**src/rtl/mmio_io_responder_pkg.sv**
```systemverilog
// Shared constants for the MMIO IO responder: window base, register offsets
// and the active-low 7-segment glyph table.
package mmio_io_responder_pkg;

  localparam logic [31:0] IO_BASE = 32'hFFFFF800;

  localparam logic [9:0] OFF_LED    = 10'h000;
  localparam logic [9:0] OFF_SW     = 10'h004;
  localparam logic [9:0] OFF_KEY    = 10'h008;
  localparam logic [9:0] OFF_SEG    = 10'h00C;
  localparam logic [9:0] OFF_TICK   = 10'h010;
  localparam logic [9:0] OFF_SEGCTL = 10'h014;

  // Bit 0 = segment a ... bit 6 = g, bit 7 = dp; all active-low, dp held off.
  localparam logic [7:0] SEG_LUT [16] = '{
    8'hC0, 8'hF9, 8'hA4, 8'hB0, 8'h99, 8'h92, 8'h82, 8'hF8,
    8'h80, 8'h90, 8'h88, 8'h83, 8'hC6, 8'hA1, 8'h86, 8'h8E
  };

  function automatic logic [7:0] hex_glyph(input logic [3:0] nib);
    return SEG_LUT[nib];
  endfunction

endpackage

```
**src/rtl/mmio_io_responder_seg7_scan.sv**
```systemverilog
// Time-multiplexed 8-digit 7-segment driver: slot timer, digit index and
// registered anode/cathode outputs.
module seg7_scan
  import mmio_io_responder_pkg::*;
#(
  parameter int SCAN_DIV = 100_000
) (
  input  logic        clk,
  input  logic        rst_n,
  input  logic [31:0] seg_val,
  input  logic [8:0]  seg_ctrl,
  output logic [7:0]  seg_an,
  output logic [7:0]  seg_cath
);

  localparam int SLOT_W = (SCAN_DIV > 1) ? $clog2(SCAN_DIV) : 1;
  localparam logic [SLOT_W-1:0] SLOT_LOAD = SLOT_W'(SCAN_DIV - 1);

  logic [SLOT_W-1:0] slot_cnt;
  logic [2:0]        digit_idx;
  logic [7:0]        mask;

  assign mask = seg_ctrl[7:0];

  always_ff @(posedge clk or negedge rst_n) begin
    if (!rst_n) begin
      slot_cnt  <= SLOT_LOAD;
      digit_idx <= 3'd0;
      seg_an    <= 8'hFF;
      seg_cath  <= 8'hFF;
    end else begin
      if (slot_cnt == '0) begin
        slot_cnt  <= SLOT_LOAD;
        digit_idx <= digit_idx + 3'd1;
      end else begin
        slot_cnt <= slot_cnt - 1'b1;
      end
      seg_an   <= (seg_ctrl[8] && mask[digit_idx]) ? ~(8'b1 << digit_idx) : 8'hFF;
      seg_cath <= hex_glyph(seg_val[{digit_idx, 2'b00} +: 4]);
    end
  end

endmodule

```
**src/rtl/mmio_io_responder.sv**
```systemverilog
// Memory-mapped IO slave: LED/switch/key/7-seg/ms-tick registers with registered reads.
// Optional key debouncing is built when KEY_DEBOUNCE_EN is defined.
module mmio_io_responder
  import mmio_io_responder_pkg::*;
#(
  parameter int CLK_HZ      = 100_000_000,
  parameter int SCAN_DIV    = 100_000,
  parameter int DEBOUNCE_MS = 10
) (
  input  logic        clk,
  input  logic        rst_n,
  input  logic        io_read,
  input  logic        io_write,
  input  logic [31:0] addr,
  input  logic [31:0] wdata,
  output logic [31:0] rdata,
  output logic        rdata_valid,
  input  logic [15:0] switches,
  input  logic [4:0]  keys,
  output logic [15:0] leds,
  output logic [7:0]  seg_an,
  output logic [7:0]  seg_cath
);

  localparam logic [31:0] PRESC_MAX = 32'(CLK_HZ / 1000 - 1);

  logic [9:0]  off;
  logic [15:0] sw_s1, sw_s2;
  logic [4:0]  key_s1, key_s2, key_lvl, key_d, key_edge, key_stat;
  logic [31:0] seg_val;
  logic [8:0]  seg_ctrl;
  logic [31:0] presc, tick_cnt;
  logic        ms_tick;
  logic [31:0] rd_mux;
  logic        unused;

  assign off     = {addr[9:2], 2'b00};
  assign ms_tick = (presc == PRESC_MAX);

  always_ff @(posedge clk or negedge rst_n) begin
    if (!rst_n) begin
      sw_s1  <= '0;
      sw_s2  <= '0;
      key_s1 <= '0;
      key_s2 <= '0;
    end else begin
      sw_s1  <= switches;
      sw_s2  <= sw_s1;
      key_s1 <= keys;
      key_s2 <= key_s1;
    end
  end

`ifdef KEY_DEBOUNCE_EN
  localparam int DB_LOAD_I = (DEBOUNCE_MS > 1) ? DEBOUNCE_MS : 1;
  localparam int DB_W      = $clog2(DB_LOAD_I + 1);
  localparam logic [DB_W-1:0] DB_LOAD = DB_W'(DB_LOAD_I);

  logic [4:0]      key_stable;
  logic [DB_W-1:0] db_cnt [5];

  // Each disagreeing key counts down ms ticks; any agreement restarts the hold window.
  always_ff @(posedge clk or negedge rst_n) begin
    if (!rst_n) begin
      key_stable <= '0;
      for (int i = 0; i < 5; i++) db_cnt[i] <= DB_LOAD;
    end else begin
      for (int i = 0; i < 5; i++) begin
        if (key_s2[i] == key_stable[i]) begin
          db_cnt[i] <= DB_LOAD;
        end else if (ms_tick) begin
          if (db_cnt[i] == DB_W'(1)) begin
            key_stable[i] <= key_s2[i];
            db_cnt[i]     <= DB_LOAD;
          end else begin
            db_cnt[i] <= db_cnt[i] - 1'b1;
          end
        end
      end
    end
  end

  assign key_lvl = key_stable;
  assign unused  = ^{addr[31:10], addr[1:0]};
`else
  assign key_lvl = key_s2;
  assign unused  = ^{addr[31:10], addr[1:0], 32'(DEBOUNCE_MS)};
`endif

  assign key_edge = key_lvl & ~key_d;

  always_comb begin
    rd_mux = '0;
    case (off)
      OFF_LED:    rd_mux = {16'h0000, leds};
      OFF_SW:     rd_mux = {16'h0000, sw_s2};
      OFF_KEY:    rd_mux = {27'd0, key_stat};
      OFF_SEG:    rd_mux = seg_val;
      OFF_TICK:   rd_mux = tick_cnt;
      OFF_SEGCTL: rd_mux = {23'd0, seg_ctrl};
      default:    rd_mux = '0;
    endcase
  end

  always_ff @(posedge clk or negedge rst_n) begin
    if (!rst_n) begin
      leds        <= '0;
      seg_val     <= '0;
      seg_ctrl    <= 9'h1FF;
      key_d       <= '0;
      key_stat    <= '0;
      presc       <= '0;
      tick_cnt    <= '0;
      rdata       <= '0;
      rdata_valid <= 1'b0;
    end else begin
      if (io_write) begin
        case (off)
          OFF_LED:    leds     <= wdata[15:0];
          OFF_SEG:    seg_val  <= wdata;
          OFF_SEGCTL: seg_ctrl <= wdata[8:0];
          default:    ;
        endcase
      end
      key_d <= key_lvl;
      // A fresh edge in the read cycle survives the clear.
      key_stat <= (key_stat & ~{5{io_read && (off == OFF_KEY)}}) | key_edge;
      if (ms_tick) begin
        presc    <= '0;
        tick_cnt <= tick_cnt + 32'd1;
      end else begin
        presc <= presc + 32'd1;
      end
      rdata_valid <= io_read;
      if (io_read) rdata <= rd_mux;
    end
  end

  seg7_scan #(.SCAN_DIV(SCAN_DIV)) u_scan (
    .clk      (clk),
    .rst_n    (rst_n),
    .seg_val  (seg_val),
    .seg_ctrl (seg_ctrl),
    .seg_an   (seg_an),
    .seg_cath (seg_cath)
  );

endmodule

```
**config.mk**
```make
export PLATFORM = sky130hd
export DESIGN_NAME = mmio_io_responder
export DESIGN_NICKNAME = d
export VERILOG_FILES = /design/src/rtl/mmio_io_responder_pkg.sv /design/src/rtl/mmio_io_responder_seg7_scan.sv /design/src/rtl/mmio_io_responder.sv
export SDC_FILE = /design/constraint.sdc
export NUM_CORES = 1
export LEC_CHECK = 0
export BUFFER_PORTS_ARGS = -buffer_cell sky130_fd_sc_hd__buf_2
export CAP_MARGIN = 30
export CELL_PAD_IN_SITES_DETAIL_PLACEMENT = 0
export CELL_PAD_IN_SITES_GLOBAL_PLACEMENT = 2
export CORE_ASPECT_RATIO = 1.1
export CORE_MARGIN = 5
export CORE_UTILIZATION = 35
export CTS_CLUSTER_DIAMETER = 50
export DETAILED_ROUTE_END_ITERATION = 6
export PLACE_DENSITY = 0.79
export SLEW_MARGIN = 10
export SYNTH_ARGS = -nofsm -noshare
export SYNTH_HDL_FRONTEND = slang
export SYNTH_SLANG_ARGS = --single-unit
```
**constraint.sdc**
```tcl
create_clock -name clk -period 2.8 [get_ports clk]
set_input_delay 0.28 -clock clk [delete_from_list [all_inputs] [get_ports clk]]
set_output_delay 0.28 -clock clk [all_outputs]
set_load 0.02 [all_outputs]
```
==> impl_metrics.ini <==
[worst_setup_path]
crit_slowest_cell = dfrtp_1
required_ns = 3.24
path_common_cell = buf_4
end_kind = register
crit_type = register to register
cp_max_fo = 8
cp.arrival_ns = 2.84
path_cells = buf_4 -> mux4_2 -> mux2i_1 -> buf_4 -> ha_1 -> inv_1 -> o31ai_1
cpPeakStageDelay_ns = 0.56
setup.worst_path.start_class = register

[logic_synthesis]
synth_top_area_share_pct = 49.4
syn_area_um2 = 10500
syn_inst = 860
syn_nets = 965
synthAdderAreaFrac_pct = 1.91
synth-simple-area-share_pct = 12.6
synth_top_family_by_area = simple AND/OR/NAND/NOR gates
ys_types = 52
synthMuxAreaShare_pct = 11.4
ys_warn_count = 0
synth_ff_type = dfrtp_1
synth-compound-area-share_pct = 6.92
synth_common_cells = 207 x dfrtp_1, 67 x mux2_2, 58 x nor2_1
yosysMostFrequentCell = dfrtp_1
async_reset_ff_share_pct = 100
ys_seq_elements = 241
synth.area.top_cells = dfrtp_1 49%, dfstp_2 8.5%, mux2_2 7.2%
synth.avg_cell_area_um2 = 12.2
yosys.area.top_type = dfrtp_1
ys_seq_area_share_pct = 57.9
synth_xor_area_share_pct = 6.01
synth-edff-count = 0

[floorplanning]
fp.dieArea_um2 = 33500
core.rowCount = 66
coreArea_um2 = 29600
initial_utilization_pct = 35.5
die_y_um = 192
die_w_um = 175
io_pins = 154

[route]
antenna_left = 0
via_per_inst = 4.96
drtIter0Drc = 427
routed_wl_mm = 26.0
routedWlPerCell_um = 17.8
remaining_drc_errors = 0
first_pass_iters = 5
vias = 7237

[global_routing]
grtUsageTotal_pct = 15.8
antenna_found_initial = 0
grt_start_max_net_pins = 88
grt_pass1_wl_mm = 42.5
grt-ovfl-total = 0
grt_pass1_vias = 7554

[timing]
tightest_slew_ns = 0.692
setup_tns_ns = 0
post-route-period-util_pct = 85.6
whs_ns = 0.0304
drv_slew = 0
skew_ns = 0.0107
rsz0062_at_grt = no
fmax_ghz = 0.417
hold_violations = 0
slew_headroom_pct = 53.8
min_period_ns = 2.40
finalSetupViolCount = 0

[clock_tree]
htreeDepth = 1
clock-root-buffer = clkbuf_16
post_cts_buffers = 0
worstSkewPairLatency_ns = 0.55
cts.clk_slew.worst_paths_ns = 0.06
clock_sinks = 241
hold_buffers = 50
clk_path_buf_depth = 3
cts_inserted_buffers = 30
cts_resized = 0
tritoncts = yes

[cells_and_area]
antenna_cells = 0
drive_above_1_share_pct = 30.7
nets = 1167
area_growth_pct = 26.9

[placed_design]
portBuffers = 128
dp_hpwl_mm = 18.6
gp_congestion = 0.765

[power_and_ir_drop]
pwr-share-seq_pct = 43.5
peakVddDrop_mv = 0.371
powerDensity_nw_per_um2 = 628
p_sw_share_pct = 22.2
power_frac_comb_pct = 5.1
leakagePower_uw = 0.00614
switchingPower_uw = 1850
p_int_uw = 6500
p_clk_share_pct = 51.3

[hold_path]
hp-class = input port to register

[run]
drv_cap = 0

[status]
status = finished clean
-- cell usage in the layout (no fill, tap or decap), types with 11 or more instances in the layout --
cell type	netlist	routed
nand4_1	22	22
clkbuf_16	0	31
o21ai_0	11	11
xnor2_1	53	53
dfrtp_1	207	207
and3_1	22	22
nand3_1	29	29
mux2i_1	15	15
inv_1	45	45
dfstp_2	34	34
buf_4	5	21
buf_2	12	127
ha_1	16	16
a22oi_1	33	33
dlygate4sd3_1	0	50
a21oi_1	14	14
nand2_1	56	56
nor2_1	58	58
o22ai_1	27	27
xor2_1	19	19
mux2_2	67	67
-- per-layer routing --
metal | GRT usage (%) | wire length, um
met1 | 22.3 | 12200
met2 | 25.8 | 12300
met3 | 2.36 | 1080
met4 | 3.72 | 514
met5 | 0 | 0
-- worst max-delay path: cells and delay by family, from the launching register on --
family,cells,cell delay [ns]
AO/OA/AOI/OAI,1,0.27
flip-flops,1,0.56
multiplexers,2,0.70
adder cells (fa/ha/maj),1,0.23
buffers and inverters,3,0.53
-- state kept, by name (all words and copies together), names as in the netlist, 7 cells and up --
| name | cells |
|---|---|
| leds | 16 |
| presc | 32 |
| rdata | 32 |
| seg_ctrl | 9 |
| seg_val | 32 |
| sw_s1 | 16 |
| sw_s2 | 16 |
| tick_cnt | 32 |
| u_scan.seg_an | 8 |
| u_scan.seg_cath | 7 |
| u_scan.slot_cnt | 17 |
-- path summary, 6_finish.rpt --
kind	startpoint	endpoint	slack [ns]	depth (start not counted)
hold / removal	wdata[3]	seg_val[3]	0.03	2
max in group asynchronous	rst_n	u_scan.seg_an[0]	1.64	3
min in group asynchronous	rst_n	sw_s2[14]	0.32	2
hold reg to reg	sw_s1[11]	sw_s2[11]	0.34	0
setup / recovery	u_scan.digit_idx[1]	u_scan.seg_cath[0]	0.40	7
setup reg to reg	u_scan.digit_idx[1]	u_scan.seg_cath[0]	0.40	7
-- per-stage QoR --
stage | setup WS, ns | std cells | util [%] | total power (uW) | instance area [um^2]
after floorplan | 0.494 | 860 | - | 3850 | 10500
final | 0.404 | 1460 | 45.0 | 8360 | 13300
after global placement | 0.438 | 1354 | 39.5 | 4080 | 11700
after detailed placement | 0.394 | 1354 | 39.5 | 4080 | 11700
after CTS | 0.369 | 1460 | 45.0 | 8480 | 13300
after global routing | 0.242 | 1460 | 45.0 | 8680 | 13300
-- cells by family (layout without fill, tap and decap cells) --
| logic type | count (synthesis) | in the layout |
|---|---|---|
| and+or+nand+nor | 245 | 245 |
| DFF | 241 | 241 |
| AOI/OAI and AO/OA | 108 | 108 |
| muxes | 98 | 98 |
| buffers and inverters | 79 | 305 |
| xor gates and xnor gates | 72 | 72 |
| adders and majority gates | 16 | 16 |
| other | 1 | 1 |
-- power groups by stage --
stage / combinational, uW / clock [uW] / sequential (uW)
3_5_place_dp: 380 / 0 / 3700
5_1_grt: 473 / 4560 / 3650
2_1_floorplan: 138 / 0 / 3710
3_3_place_gp: 378 / 0 / 3700
4_1_cts: 436 / 4410 / 3640
6_report: 427 / 4290 / 3640
-- layout make-up --
| cell class | instances | area (um^2) |
|---|---|---|
| Fill cell | 2731 | 16200 |
| Sequential cell | 241 | 6070 |
| Multi-Input combinational cell | 540 | 4080 |
| Timing Repair Buffer | 203 | 1390 |
| Clock buffer | 34 | 797 |
| Tap cell | 374 | 468 |
| Clock inverter | 22 | 334 |
| Inverter | 46 | 173 |
Power figures use the tool's default switching activity.
